===== src/rtl/game_pkg.sv =====
`default_nettype none
// ============================================================================
// Module      : game_pkg
// Description : Game-phase encodings and whack detector FSM states.
// Revision    : 1.0 - initial release
// ============================================================================
package game_pkg;

    localparam logic [1:0] c_GAME_IDLE  = 2'b00;
    localparam logic [1:0] c_GAME_SETUP = 2'b01;
    localparam logic [1:0] c_GAME_PLAY  = 2'b10;
    localparam logic [1:0] c_GAME_OVER  = 2'b11;

    typedef enum logic [1:0] {
        S_IDLE    = 2'b00,
        S_ARMED   = 2'b01,
        S_LOCKOUT = 2'b10
    } whack_state_t;

endpackage : game_pkg
`default_nettype wire


===== src/rtl/switch_sync.sv =====
`default_nettype none
// ============================================================================
// Module      : switch_sync
// Description : 2-flop synchronizer plus previous-value register; emits a
//               per-bit rising-edge vector.
// Revision    : 1.0 - initial release
// ============================================================================
module switch_sync #(
    parameter int WIDTH = 16
) (
    input  logic             clock_i,
    input  logic             reset_i,
    input  logic [WIDTH-1:0] switch_i,
    output logic [WIDTH-1:0] rise_o
);

    logic [WIDTH-1:0] r_meta;
    logic [WIDTH-1:0] r_sync;
    logic [WIDTH-1:0] r_prev;

    // The previous register tracks every cycle, so a switch raised while the
    // consumer ignores edges never produces a late rise.
    always_ff @(posedge clock_i or negedge reset_i) begin
        if (!reset_i) begin
            r_meta <= '0;
            r_sync <= '0;
            r_prev <= '0;
        end else begin
            r_meta <= switch_i;
            r_sync <= r_meta;
            r_prev <= r_sync;
        end
    end

    assign rise_o = r_sync & ~r_prev;

endmodule : switch_sync
`default_nettype wire


===== src/rtl/whack_detector.sv =====
`default_nettype none
// ============================================================================
// Module      : whack_detector
// Description : Classifies switch presses as hits or misses against the mole
//               display, with post-event lockout and saturating scoring.
// Revision    : 1.0 - initial release
// ============================================================================
module whack_detector
    import game_pkg::*;
#(
    parameter int LOCKOUT_CYCLES = 1000000,
    parameter int CNT_W          = 8
) (
    input  logic             clock_i,
    input  logic             reset_i,
    input  logic [15:0]      switch_i,
    input  logic [15:0]      mole_i,
    input  logic [1:0]       game_state,
    output logic             whacked_o,
    output logic             miss_o,
    output logic [CNT_W-1:0] hit_count_o,
    output logic [CNT_W-1:0] miss_count_o
);

    localparam int                  c_LOCK_W    = (LOCKOUT_CYCLES > 1) ? $clog2(LOCKOUT_CYCLES) : 1;
    localparam logic [c_LOCK_W-1:0] c_LOCK_LAST = c_LOCK_W'(LOCKOUT_CYCLES - 1);

    logic [15:0]         w_rise;
    logic                w_play;
    logic                w_any_edge;
    logic                w_hit;

    whack_state_t        r_state;
    logic [c_LOCK_W-1:0] r_lock_cnt;
    logic [CNT_W-1:0]    r_hit_cnt;
    logic [CNT_W-1:0]    r_miss_cnt;
    logic                r_whacked;
    logic                r_miss;
    logic                r_play_d;

    switch_sync #(
        .WIDTH (16)
    ) u_switch_sync (
        .clock_i  (clock_i),
        .reset_i  (reset_i),
        .switch_i (switch_i),
        .rise_o   (w_rise)
    );

    assign w_play     = (game_state == c_GAME_PLAY);
    assign w_any_edge = |w_rise;
    assign w_hit      = |(w_rise & mole_i);

    // r_play_d resets high so that arming needs a genuine entry into PLAY
    // after reset, not merely PLAY being held through it.
    always_ff @(posedge clock_i or negedge reset_i) begin
        if (!reset_i) begin
            r_state    <= S_IDLE;
            r_lock_cnt <= '0;
            r_hit_cnt  <= '0;
            r_miss_cnt <= '0;
            r_whacked  <= 1'b0;
            r_miss     <= 1'b0;
            r_play_d   <= 1'b1;
        end else begin
            r_whacked <= 1'b0;
            r_miss    <= 1'b0;
            r_play_d  <= w_play;
            if (!w_play) begin
                r_state    <= S_IDLE;
                r_lock_cnt <= '0;
            end else begin
                case (r_state)
                    S_IDLE: begin
                        if (!r_play_d) begin
                            r_state    <= S_ARMED;
                            r_hit_cnt  <= '0;
                            r_miss_cnt <= '0;
                        end
                    end
                    S_ARMED: begin
                        if (w_any_edge) begin
                            r_state    <= S_LOCKOUT;
                            r_lock_cnt <= '0;
                            if (w_hit) begin
                                r_whacked <= 1'b1;
                                if (r_hit_cnt != '1) r_hit_cnt <= r_hit_cnt + CNT_W'(1);
                            end else begin
                                r_miss <= 1'b1;
                                if (r_miss_cnt != '1) r_miss_cnt <= r_miss_cnt + CNT_W'(1);
                            end
                        end
                    end
                    S_LOCKOUT: begin
                        if (r_lock_cnt == c_LOCK_LAST) begin
                            r_state    <= S_ARMED;
                            r_lock_cnt <= '0;
                        end else begin
                            r_lock_cnt <= r_lock_cnt + c_LOCK_W'(1);
                        end
                    end
                    default: r_state <= S_IDLE;
                endcase
            end
        end
    end

    assign whacked_o    = r_whacked;
    assign miss_o       = r_miss;
    assign hit_count_o  = r_hit_cnt;
    assign miss_count_o = r_miss_cnt;

endmodule : whack_detector
`default_nettype wire


===== config.mk =====
export PLATFORM = sky130hd
export DESIGN_NAME = whack_detector
export DESIGN_NICKNAME = d
export VERILOG_FILES = /design/src/rtl/game_pkg.sv /design/src/rtl/switch_sync.sv /design/src/rtl/whack_detector.sv
export SDC_FILE = /design/constraint.sdc
export NUM_CORES = 1
export LEC_CHECK = 0
export CAP_MARGIN = 0
export CORE_ASPECT_RATIO = 0.8
export CORE_UTILIZATION = 49
export DETAILED_ROUTE_END_ITERATION = 8
export GPL_ROUTABILITY_DRIVEN = 0
export PLACE_DENSITY = 0.85
export SLEW_MARGIN = 15
export SYNTH_ARGS = -nofsm -noshare
export SYNTH_HDL_FRONTEND = slang
export SYNTH_HIERARCHICAL = 1
export SYNTH_SLANG_ARGS = --single-unit

===== constraint.sdc =====
create_clock -name clock_i -period 1.9 [get_ports clock_i]
set_input_delay 0.285 -clock clock_i [delete_from_list [all_inputs] [get_ports clock_i]]
set_output_delay 0.285 -clock clock_i [all_outputs]
set_load 0.005 [all_outputs]

==> impl_metrics.csv, run 1 <==
group,metric,value,unit
status,status,"complete, but fails checks",
yosys,syn_nets,370,
critical_path,end_kind,"flop",
global_route,grt_usage,0.253,
pwr,sw_frac_of_total,0.261,
yosys,synth_compound_area_frac,0.160,
critical_path,path_class,"flop to flop",
detailed_routing,postRouteAntennaNets,0,
timing,fmaxAchievable,477,MHz
yosys,synthMuxAreaShare,0.00265,
global_route,grt_pass1_vias,3199,
pwr,switching_power,1.00,mW
clock_tree,clock-sinks,89,
pwr,pwr-share-seq,0.529,
clock_tree,root_buffer,"clkbuf_8",
yosys,ys.flop_type,"dfrtp_1",
detailed_routing,drtPass1Iterations,6,
place,io_buffers,53,
detailed_routing,wire_per_inst,18.2,um
clock_tree,cts-htree-levels,3,
clock_tree,cts_max_path_buffers,2,
timing,finalHoldViolCount,0,
yosys,synth_top_family_by_area,"simple AND/OR/NAND/NOR gates",
critical_path,startpoint_type,"flop",
pwr,comb_power_share,0.120,
cells_and_area,diodes,0,
detailed_routing,vias,3353,
cells_and_area,final_common_cell,"dfrtp_1",
timing,skew,0.0103,ns
floorplan,pin_count,54,
min_path,hold_path_class,"primary input to flop",
timing,slew_viol_final,0,
yosys,syn_inst,331,
flow_run,cap_violations,0,
cells_and_area,final_cell_mix,"dfrtp_1, buf_4, clkdlybuf4s50_1",
floorplan,die_y,80.5,um
clock_tree,cts_tree,"yes",
critical_path,crit_fanout,5,
place,place_inst,531,
yosys,synth_simple_gate_area_share,0.218,
yosys,syn-cell-area,3770,um2
detailed_routing,viasPerCell,5.91,
yosys,ys_ff_latch,89,
place,hpwl,6.15,mm
cells_and_area,nFillCells,485,
yosys,synth-xor-area-share,0.00232,
place,pre_cts_slack,-0.390,ns
global_route,grt_pass1_wl,15.5,mm
pwr,power_density,700,nW/um2
yosys,synth.distinct_cells,53,
critical_path,cp.arrival,2.41,ns
cells_and_area,fin_cells,567,
floorplan,die_area,8060,um2
clock_tree,insertion_delay,0.37,ns
yosys,synth_edf_count,0,
detailed_routing,drc,0,
cells_and_area,nets,496,
timing,fin_ws,-0.198,ns
timing,finalSetupViolCount,34,
timing,rsz0062_at_grt,"yes",
yosys,ys.warnings.count,6,
timing,tightest_slew,0.588,ns
detailed_routing,drtIter0Drc,426,
global_route,antenna_found_initial,0,
global_route,grt_max_degree,48,
cells_and_area,drive_above_1_share,0.338,
timing,slew_headroom,0.605,
floorplan,row_count,28,
yosys,synth_fa_ha_area_frac,0.00994,
status,violations,"negative setup slack",
clock_tree,cts_inserted_buffers,9,
floorplan,core_area,7430,um2
yosys,synth-seq-area-share,0.590,
yosys,synth.avg_cell_area,11.4,um2
cells_and_area,syn2layout_area_growth,45.1,%
global_route,grt_overflow_total,0,
detailed_routing,routed_wl,10.3,mm
yosys,async_reset_ff_frac,1.00,
clock_tree,cts.clk_slew.worst_paths,0.10,ns
critical_path,required,2.21,ns
cells_and_area,utilization,0.737,
timing,period_share,1.10,
pwr,ir_drop,0.000515,V
timing,period_minus_slack,2.10,ns
pwr,p_leak,2.37,nW
pwr,internal-power,2.83,mW
floorplan,die-width,100,um
pwr,clkPwrFrac,0.351,
floorplan,start_util,0.508,
## power groups by stage
| stage | Sequential [mW] | Combinational (mW) | Clock (mW) |
|---|---|---|---|
| 2_1_floorplan | 2.05 | 0.149 | 0 |
| 3_3_place_gp | 2.05 | 0.353 | 0 |
| 3_5_place_dp | 2.06 | 0.368 | 0 |
| 4_1_cts | 2.02 | 0.399 | 1.37 |
| 5_1_grt | 2.04 | 0.492 | 1.44 |
| 6_report | 2.03 | 0.460 | 1.35 |
## flip-flops by register name (all words and copies together) (netlist names)
register	count
miss_count_o	8
r_lock_cnt	20
whacked_o	1
hit_count_o	8
r_play_d	1
u_switch_sync/r_sync	16
miss_o	1
r_state	2
u_switch_sync/r_prev	16
u_switch_sync/r_meta	16
## layer usage
metal,wire length (um),vias to the layer above,GRT usage
met1,4270,1633,0.338
met2,5020,203,0.405
met5,0,-,0
met3,782,39,0.0627
li1,-,1478,-
met4,243,0,0.0812
## critical path: stages (launching register included)
cell and delay [ns]:
dfrtp_1 0.40, nor2b_4 0.14, a22oi_1 0.16, nand2_1 0.12, or4_4 0.57, buf_6 0.16
or4_4 0.41, nand2_2 0.08
## stage by stage
stage / power, mW / TNS, ns / cell area [um2] / hold slack (ns)
after detailed placement: 2.43 / -6.59 / 4790 / 0.268
after global placement: 2.40 / -5.20 / 4790 / 0.261
after CTS: 3.79 / -2.39 / 5190 / 0.331
after global routing: 3.96 / -6.17 / 5480 / 0.326
final: 3.83 / -3.00 / 5480 / 0.337
after floorplan: 2.19 / -0.0468 / 3790 / -0.0106
## synth_stat cells, types with 2 or more instances
cell	instances	area share
o21ai_0	11	0.015
clkbuf_1	2	0.0020
o21ai_1	16	0.021
nand2_1	31	0.031
a32o_1	2	0.0053
and4_1	2	0.0046
nand4_1	9	0.015
nand2b_1	4	0.0066
nor3_1	8	0.011
ha_1	3	0.0099
nand3_1	16	0.021
inv_1	4	0.0040
a22o_1	3	0.0070
nor4_1	6	0.0099
a21o_1	4	0.0080
dfrtp_1	88	0.58
nor2_1	18	0.018
nor2b_1	3	0.0050
nor2b_4	16	0.058
a22oi_1	8	0.016
a21oi_1	15	0.020
a211o_1	2	0.0046
buf_2	4	0.0053
a31oi_1	11	0.018
o31ai_1	6	0.012
and3_1	11	0.018
or4_1	2	0.0040
## logic make-up (layout without fill, tap and decap cells)
family | Yosys count | count (layout)
AND/OR/NAND/NOR | 133 | 134
buffers and inverters | 13 | 143
multiplexers | 1 | 1
AO/OA/AOI/OAI | 91 | 91
XOR/XNOR | 1 | 1
adder cells (fa/ha/maj) | 3 | 3
flip-flops | 89 | 89
## layout make-up
class,instances,area (um2),area share
repair buffers,122,1120,0.204
clock inverters,6,72.6,0.0133
inverters,5,18.8,0.00343
clock buffers,10,128,0.0233
well taps,105,131,0.0240
multi-input cells,230,1780,0.325
flip-flops and latches,89,2230,0.407
## worst paths after layout
path,startpoint,to,slack [ns],depth (start not counted)
max,u_switch_sync/r_sync[0],miss_count_o[4],-0.20,7
min reg2reg,u_switch_sync/r_meta[2],u_switch_sync/r_sync[2],0.34,0
max in group asynchronous,reset_i,u_switch_sync/r_sync[10],0.90,3
min,switch_i[10],u_switch_sync/r_meta[10],0.34,1
max reg2reg,u_switch_sync/r_sync[0],miss_count_o[4],-0.20,7
min in group asynchronous,reset_i,r_lock_cnt[18],0.40,2
## what timing repair did
item	4_1_cts	5_1_grt
endpoints found under the hold margin	30	0
hold buffers	1	0
setup endpoints to repair	35	38
pin swaps	13	25
gates cloned	2	0
setup buffers	8	9
resized for setup	23	53
Power figures use the tool's default switching activity.
==> run 2, diff against run 1 <==
--- a/config.mk
+++ b/config.mk
@@ -9,4 +9,5 @@
 export CORE_ASPECT_RATIO = 0.8
 export CORE_UTILIZATION = 49
+export CTS_CLUSTER_DIAMETER = 40
 export DETAILED_ROUTE_END_ITERATION = 8
 export GPL_ROUTABILITY_DRIVEN = 0
==> constraint.sdc (replaced) <==
create_clock -name clock_i -period 1.9 [get_ports clock_i]
set_input_delay 0.57 -clock clock_i [delete_from_list [all_inputs] [get_ports clock_i]]
set_output_delay 0.57 -clock clock_i [all_outputs]
set_load 0.005 [all_outputs]
==> impl_metrics.csv, run 2 (synthesis results as in run 1) <==
group,metric,value,unit
status,status,"complete, but fails checks",
status,violations,"negative setup slack",
clock_tree,cts_inserted_buffers,9,
critical_path,crit_family,"simple AND/OR/NAND/NOR gates",
pwr,power_density,687,nW/um2
timing,period_share,1.16,
cells_and_area,regMostFlops,"r_lock_cnt",
timing,rsz0062_at_grt,"yes",
clock_tree,postCtsHoldBufs,0,
critical_path,r2r_setup_slack,-0.29,ns
timing,slew_viol_final,0,
timing,skew,0.0134,ns
critical_path,startpoint_type,"flop",
clock_tree,insertion_delay,0.37,ns
detailed_routing,wire_per_inst,19.6,um
timing,slew_headroom,0.472,
clock_tree,cts_max_path_buffers,2,
place,dpl_cell_area,4800,um2
critical_path,reg2reg_depth,8,
pwr,p_leak,2.51,nW
floorplan,die-width,100,um
pwr,comb_power_share,0.128,
critical_path,r2r_end,"miss_count_o[4]",
critical_path,cp.arrival,2.45,ns
global_route,grt_pass1_vias,3211,
pwr,clkPwrFrac,0.348,
flow_run,cap_violations,0,
critical_path,path_class,"flop to flop",
detailed_routing,vias,3475,
cells_and_area,nets,502,
cells_and_area,drive_above_1_share,0.377,
timing,fmaxAchievable,456,MHz
cells_and_area,fin_cells,572,
cells_and_area,diodes,0,
pwr,switching_power,0.982,mW
critical_path,required,2.16,ns
timing,fin_ws,-0.295,ns
detailed_routing,drtPass1Iterations,5,
floorplan,die_area,8060,um2
floorplan,pin_count,54,
clock_tree,cts_tree,"yes",
pwr,p_total,3.85,mW
critical_path,end_kind,"flop",
cells_and_area,largest_register_ffs,20,
timing,period_minus_slack,2.19,ns
critical_path,slowest_delay,0.60,ns
place,place_inst,528,
place,hpwl,5.93,mm
critical_path,crit_fanout,5,
cells_and_area,final_cell_mix,"dfrtp_1, buf_4, clkdlybuf4s50_1",
cells_and_area,final_common_cell,"dfrtp_1",
global_route,antenna_found_initial,0,
pwr,ir_drop,0.000704,V
floorplan,core_area,7430,um2
clock_tree,cts-htree-levels,3,
place,pre_cts_slack,-0.672,ns
cells_and_area,syn2layout_area_growth,48.4,%
global_route,grt_overflow_total,0,
global_route,grt_usage,0.259,
global_route,grt_pass1_wl,15.7,mm
detailed_routing,postRouteAntennaNets,0,
min_path,hold_path_class,"primary input to async pin",
detailed_routing,viasPerCell,6.08,
pwr,sw_frac_of_total,0.255,
critical_path,crit_buf_inv,1,
clock_tree,root_buffer,"clkbuf_8",
detailed_routing,drc,0,
floorplan,row_count,28,
detailed_routing,routed_wl,11.2,mm
timing,fin_setup_tns,-4.07,ns
pwr,pwr-share-seq,0.524,
clock_tree,clock-sinks,89,
timing,finalHoldViolCount,0,
critical_path,worstPathCellList,"nor2b_4 -> a22oi_2 -> nand2_2 -> or4_4 -> buf_8 -> o31a_1 -> o21ai_1 -> nand2_1",
critical_path,r2r-start,"u_switch_sync/r_sync[15]",
timing,tightest_slew,0.786,ns
clock_tree,cts.clk_slew.worst_paths,0.09,ns
cells_and_area,design_area,5600,um2
detailed_routing,drtIter0Drc,448,
global_route,grt_max_degree,90,
floorplan,start_util,0.508,
floorplan,die_y,80.5,um
timing,finalSetupViolCount,34,
pwr,internal-power,2.87,mW
place,io_buffers,53,
critical_path,critPathSlowestCell,"or4_4",
[run 2: area by class of cell]
cell class | count | area, um2
Sequential cell | 89 | 2230
Inverter | 5 | 18.8
Tap cell | 105 | 131
Clock inverter | 5 | 62.6
Timing Repair Buffer | 129 | 1220
Multi-Input combinational cell | 229 | 1800
Fill cell | 449 | 1820
Clock buffer | 10 | 138
[run 2: metrics by stage]
stage                util  hold WS (ns)
floorplan               -         0.274
global placement    0.646         0.332
detailed placement  0.646         0.335
CTS                 0.718         0.249
global route        0.754         0.260
finish              0.754         0.221
[run 2: worst max-delay path by stage]
stage	from	to	cells after the start
5_1_grt	u_switch_sync/r_sync[15]	miss_count_o[4]	8
6_report	u_switch_sync/r_sync[15]	miss_count_o[4]	8
4_1_cts	u_switch_sync/r_sync[3]	miss_count_o[4]	7
3_3_place_gp	mole_i[5]	miss_count_o[4]	8
2_1_floorplan	mole_i[3]	miss_count_o[6]	7
3_5_place_dp	mole_i[3]	miss_count_o[1]	8
[run 2: layer usage]
layer,vias to the layer above,share of wire,track usage
met1,1694,0.40,0.341
li1,1493,-,-
met4,0,0.047,0.0768
met3,56,0.074,0.0644
met5,-,0,0
met2,232,0.47,0.426
[run 2: repair_timing]
item / 4_1_cts / 5_1_grt
gates cloned: 2 / 0
resized for setup: 61 / 47
setup endpoints to repair: 41 / 46
pin swaps: 21 / 28
buffers inserted: 16 / 12
[run 2: power groups by stage]
stage / Sequential (mW) / Combinational, mW / Clock (mW)
after floorplan: 2.05 / 0.153 / 0
after global placement: 2.05 / 0.353 / 0
after detailed placement: 2.06 / 0.368 / 0
after CTS: 2.02 / 0.418 / 1.34
after global routing: 2.02 / 0.528 / 1.44
final: 2.01 / 0.494 / 1.34
[run 2: worst register-to-register path: stages (launching register included)]
cell and delay [ns]:
dfrtp_1 0.40, nor2b_4 0.15, a22oi_2 0.18, nand2_2 0.09, or4_4 0.60, buf_8 0.17, o31a_1 0.26, o21ai_1 0.18
nand2_1 0.07
==> run 3, diff against run 2 <==
CORE_UTILIZATION = 25   (was 49)
PLACE_DENSITY = 0.53   (was 0.85)
==> impl_metrics.csv, run 3 (synthesis results as in run 1) <==
group,metric,value,unit
status,status,"complete, but fails checks",
status,violations,"negative setup slack",
detailed_routing,viasPerCell,4.77,
global_route,grt_pass1_vias,3105,
critical_path,startpoint,"u_switch_sync/r_sync[4]",
timing,fmaxAchievable,489,MHz
cells_and_area,multiInputGateArea,1880,um2
detailed_routing,drc,0,
cells_and_area,diodes,0,
cells_and_area,nFillCells,1331,
clock_tree,clock-sinks,89,
global_route,grt_max_degree,39,
timing,skew,0.00650,ns
clock_tree,cts_tree,"yes",
global_route,grt_usage,0.129,
timing,finalSetupViolCount,29,
cells_and_area,fin_cells,658,
detailed_routing,postRouteAntennaNets,0,
detailed_routing,wire_per_inst,14.6,um
floorplan,row_count,39,
cells_and_area,final_cell_mix,"dfrtp_1, buf_4, clkdlybuf4s50_1",
place,hpwl,6.56,mm
global_route,grt_overflow_total,0,
critical_path,startpoint_type,"flop",
cells_and_area,nets,508,
critical_path,r2r_end,"miss_count_o[7]",
critical_path,r2r_setup_slack,-0.14,ns
critical_path,r2r-start,"u_switch_sync/r_sync[4]",
cells_and_area,final_common_cell,"dfrtp_1",
floorplan,die-width,139,um
critical_path,endpoint,"miss_count_o[7]",
pwr,ir_drop,0.000541,V
timing,finalHoldViolCount,0,
clock_tree,root_buffer,"clkbuf_16",
timing,fin_ws,-0.144,ns
flow_run,cap_violations,0,
clock_tree,cts.clk_slew.worst_paths,0.07,ns
place,place_inst,625,
cells_and_area,drive_above_1_share,0.395,
floorplan,die_area,15600,um2
pwr,p_leak,2.55,nW
pwr,power_density,717,nW/um2
timing,tightest_slew,0.726,ns
floorplan,pin_count,54,
critical_path,path_class,"flop to flop",
floorplan,core_area,14500,um2
cells_and_area,utilization,0.407,
timing,slew_headroom,0.516,
global_route,antenna_found_initial,0,
floorplan,start_util,0.260,
clock_tree,cts_inserted_buffers,9,
clock_tree,cts-htree-levels,3,
clock_tree,cts_max_path_buffers,2,
timing,slew_viol_final,0,
critical_path,crit_fanout,3,
cells_and_area,regMostFlops,"r_lock_cnt",
detailed_routing,vias,3141,
floorplan,die_y,112,um
detailed_routing,drtIter0Drc,161,
detailed_routing,routed_wl,9.62,mm
timing,rsz0062_at_grt,"yes",
timing,period_share,1.08,
cells_and_area,largest_register_ffs,20,
cells_and_area,regArea,2230,um2
place,io_buffers,53,
min_path,hold_path_class,"primary input to async pin",
critical_path,required,2.15,ns
clock_tree,insertion_delay,0.34,ns
critical_path,cp.arrival,2.29,ns
cells_and_area,syn2layout_area_growth,56.2,%
critical_path,end_kind,"flop",
critical_path,reg2reg_depth,9,
detailed_routing,drtPass1Iterations,4,
global_route,grt_pass1_wl,15.9,mm
timing,period_minus_slack,2.04,ns
run 3: cell count changes in the layout (fill, tap and decap cells not counted), sizes merged:
cell,change
dlymetal6s2s,-4
dlygate4sd2,+2
buf,+6
clkinv,+1
clkdlybuf4s50,+2
clkinvlp,-1
inv,+2
bufinv,-1
run 3: how the worst min path moves through the flow:
stage,from,end,cells past startpoint
4_1_cts,reset_i,u_switch_sync/r_meta[7],1
3_3_place_gp,u_switch_sync/r_meta[13],u_switch_sync/r_sync[13],0
5_1_grt,reset_i,u_switch_sync/r_meta[7],1
3_5_place_dp,u_switch_sync/r_meta[7],u_switch_sync/r_sync[7],0
6_report,reset_i,u_switch_sync/r_meta[7],1
2_1_floorplan,reset_i,hit_count_o[0],0
run 3: power by group:
part           total [mW]  internal, mW  switching, mW
clock                1.72         0.939          0.783
combinational       0.480         0.257          0.222
sequential           2.03          1.96         0.0642
total                4.23          3.16           1.07
run 3: layer usage:
| layer | global-route usage | share of wire |
|---|---|---|
| met5 | 0 | 0 |
| met4 | 0.0356 | 0.012 |
| met3 | 0.0323 | 0.042 |
| met2 | 0.190 | 0.44 |
| met1 | 0.185 | 0.50 |
run 3: what timing repair did:
item | 4_1_cts | 5_1_grt
resized for setup | 71 | 48
endpoints found under the setup margin | 42 | 46
hold buffers | 0 | 0
setup buffers | 10 | 9
pin swaps | 35 | 14
run 3: worst max-delay path, stage by stage, from the launching register on:
cell and delay (ns):
dfrtp_1 0.38, nor2b_4 0.14, buf_6 0.11, a22oi_2 0.18
nand2_2 0.10, nor4_4 0.31, buf_4 0.20, nand3_4 0.07
or2_4 0.28, o31ai_2 0.21
run 3: layout make-up:
cell class,count,area share
Multi-Input combinational cell,229,0.319
Inverter,5,0.00318
Sequential cell,89,0.378
Clock buffer,10,0.0405
Tap cell,184,0.0390
Clock inverter,6,0.00806
Timing Repair Buffer,135,0.212
run 3: metrics by stage:
| stage | hold WS [ns] | worst slack [ns] | power, mW | setup TNS, ns | instance area (um2) |
|---|---|---|---|---|---|
| after floorplan | 0.274 | -0.0726 | 2.20 | -0.304 | 3810 |
| after global placement | 0.332 | -0.637 | 2.44 | -13.75 | 5060 |
| after detailed placement | 0.335 | -0.654 | 2.45 | -15.20 | 5060 |
| after CTS | 0.135 | -0.130 | 4.22 | -1.79 | 5630 |
| after global routing | 0.154 | -0.244 | 4.40 | -5.83 | 5900 |
| final | 0.133 | -0.144 | 4.23 | -1.79 | 5900 |
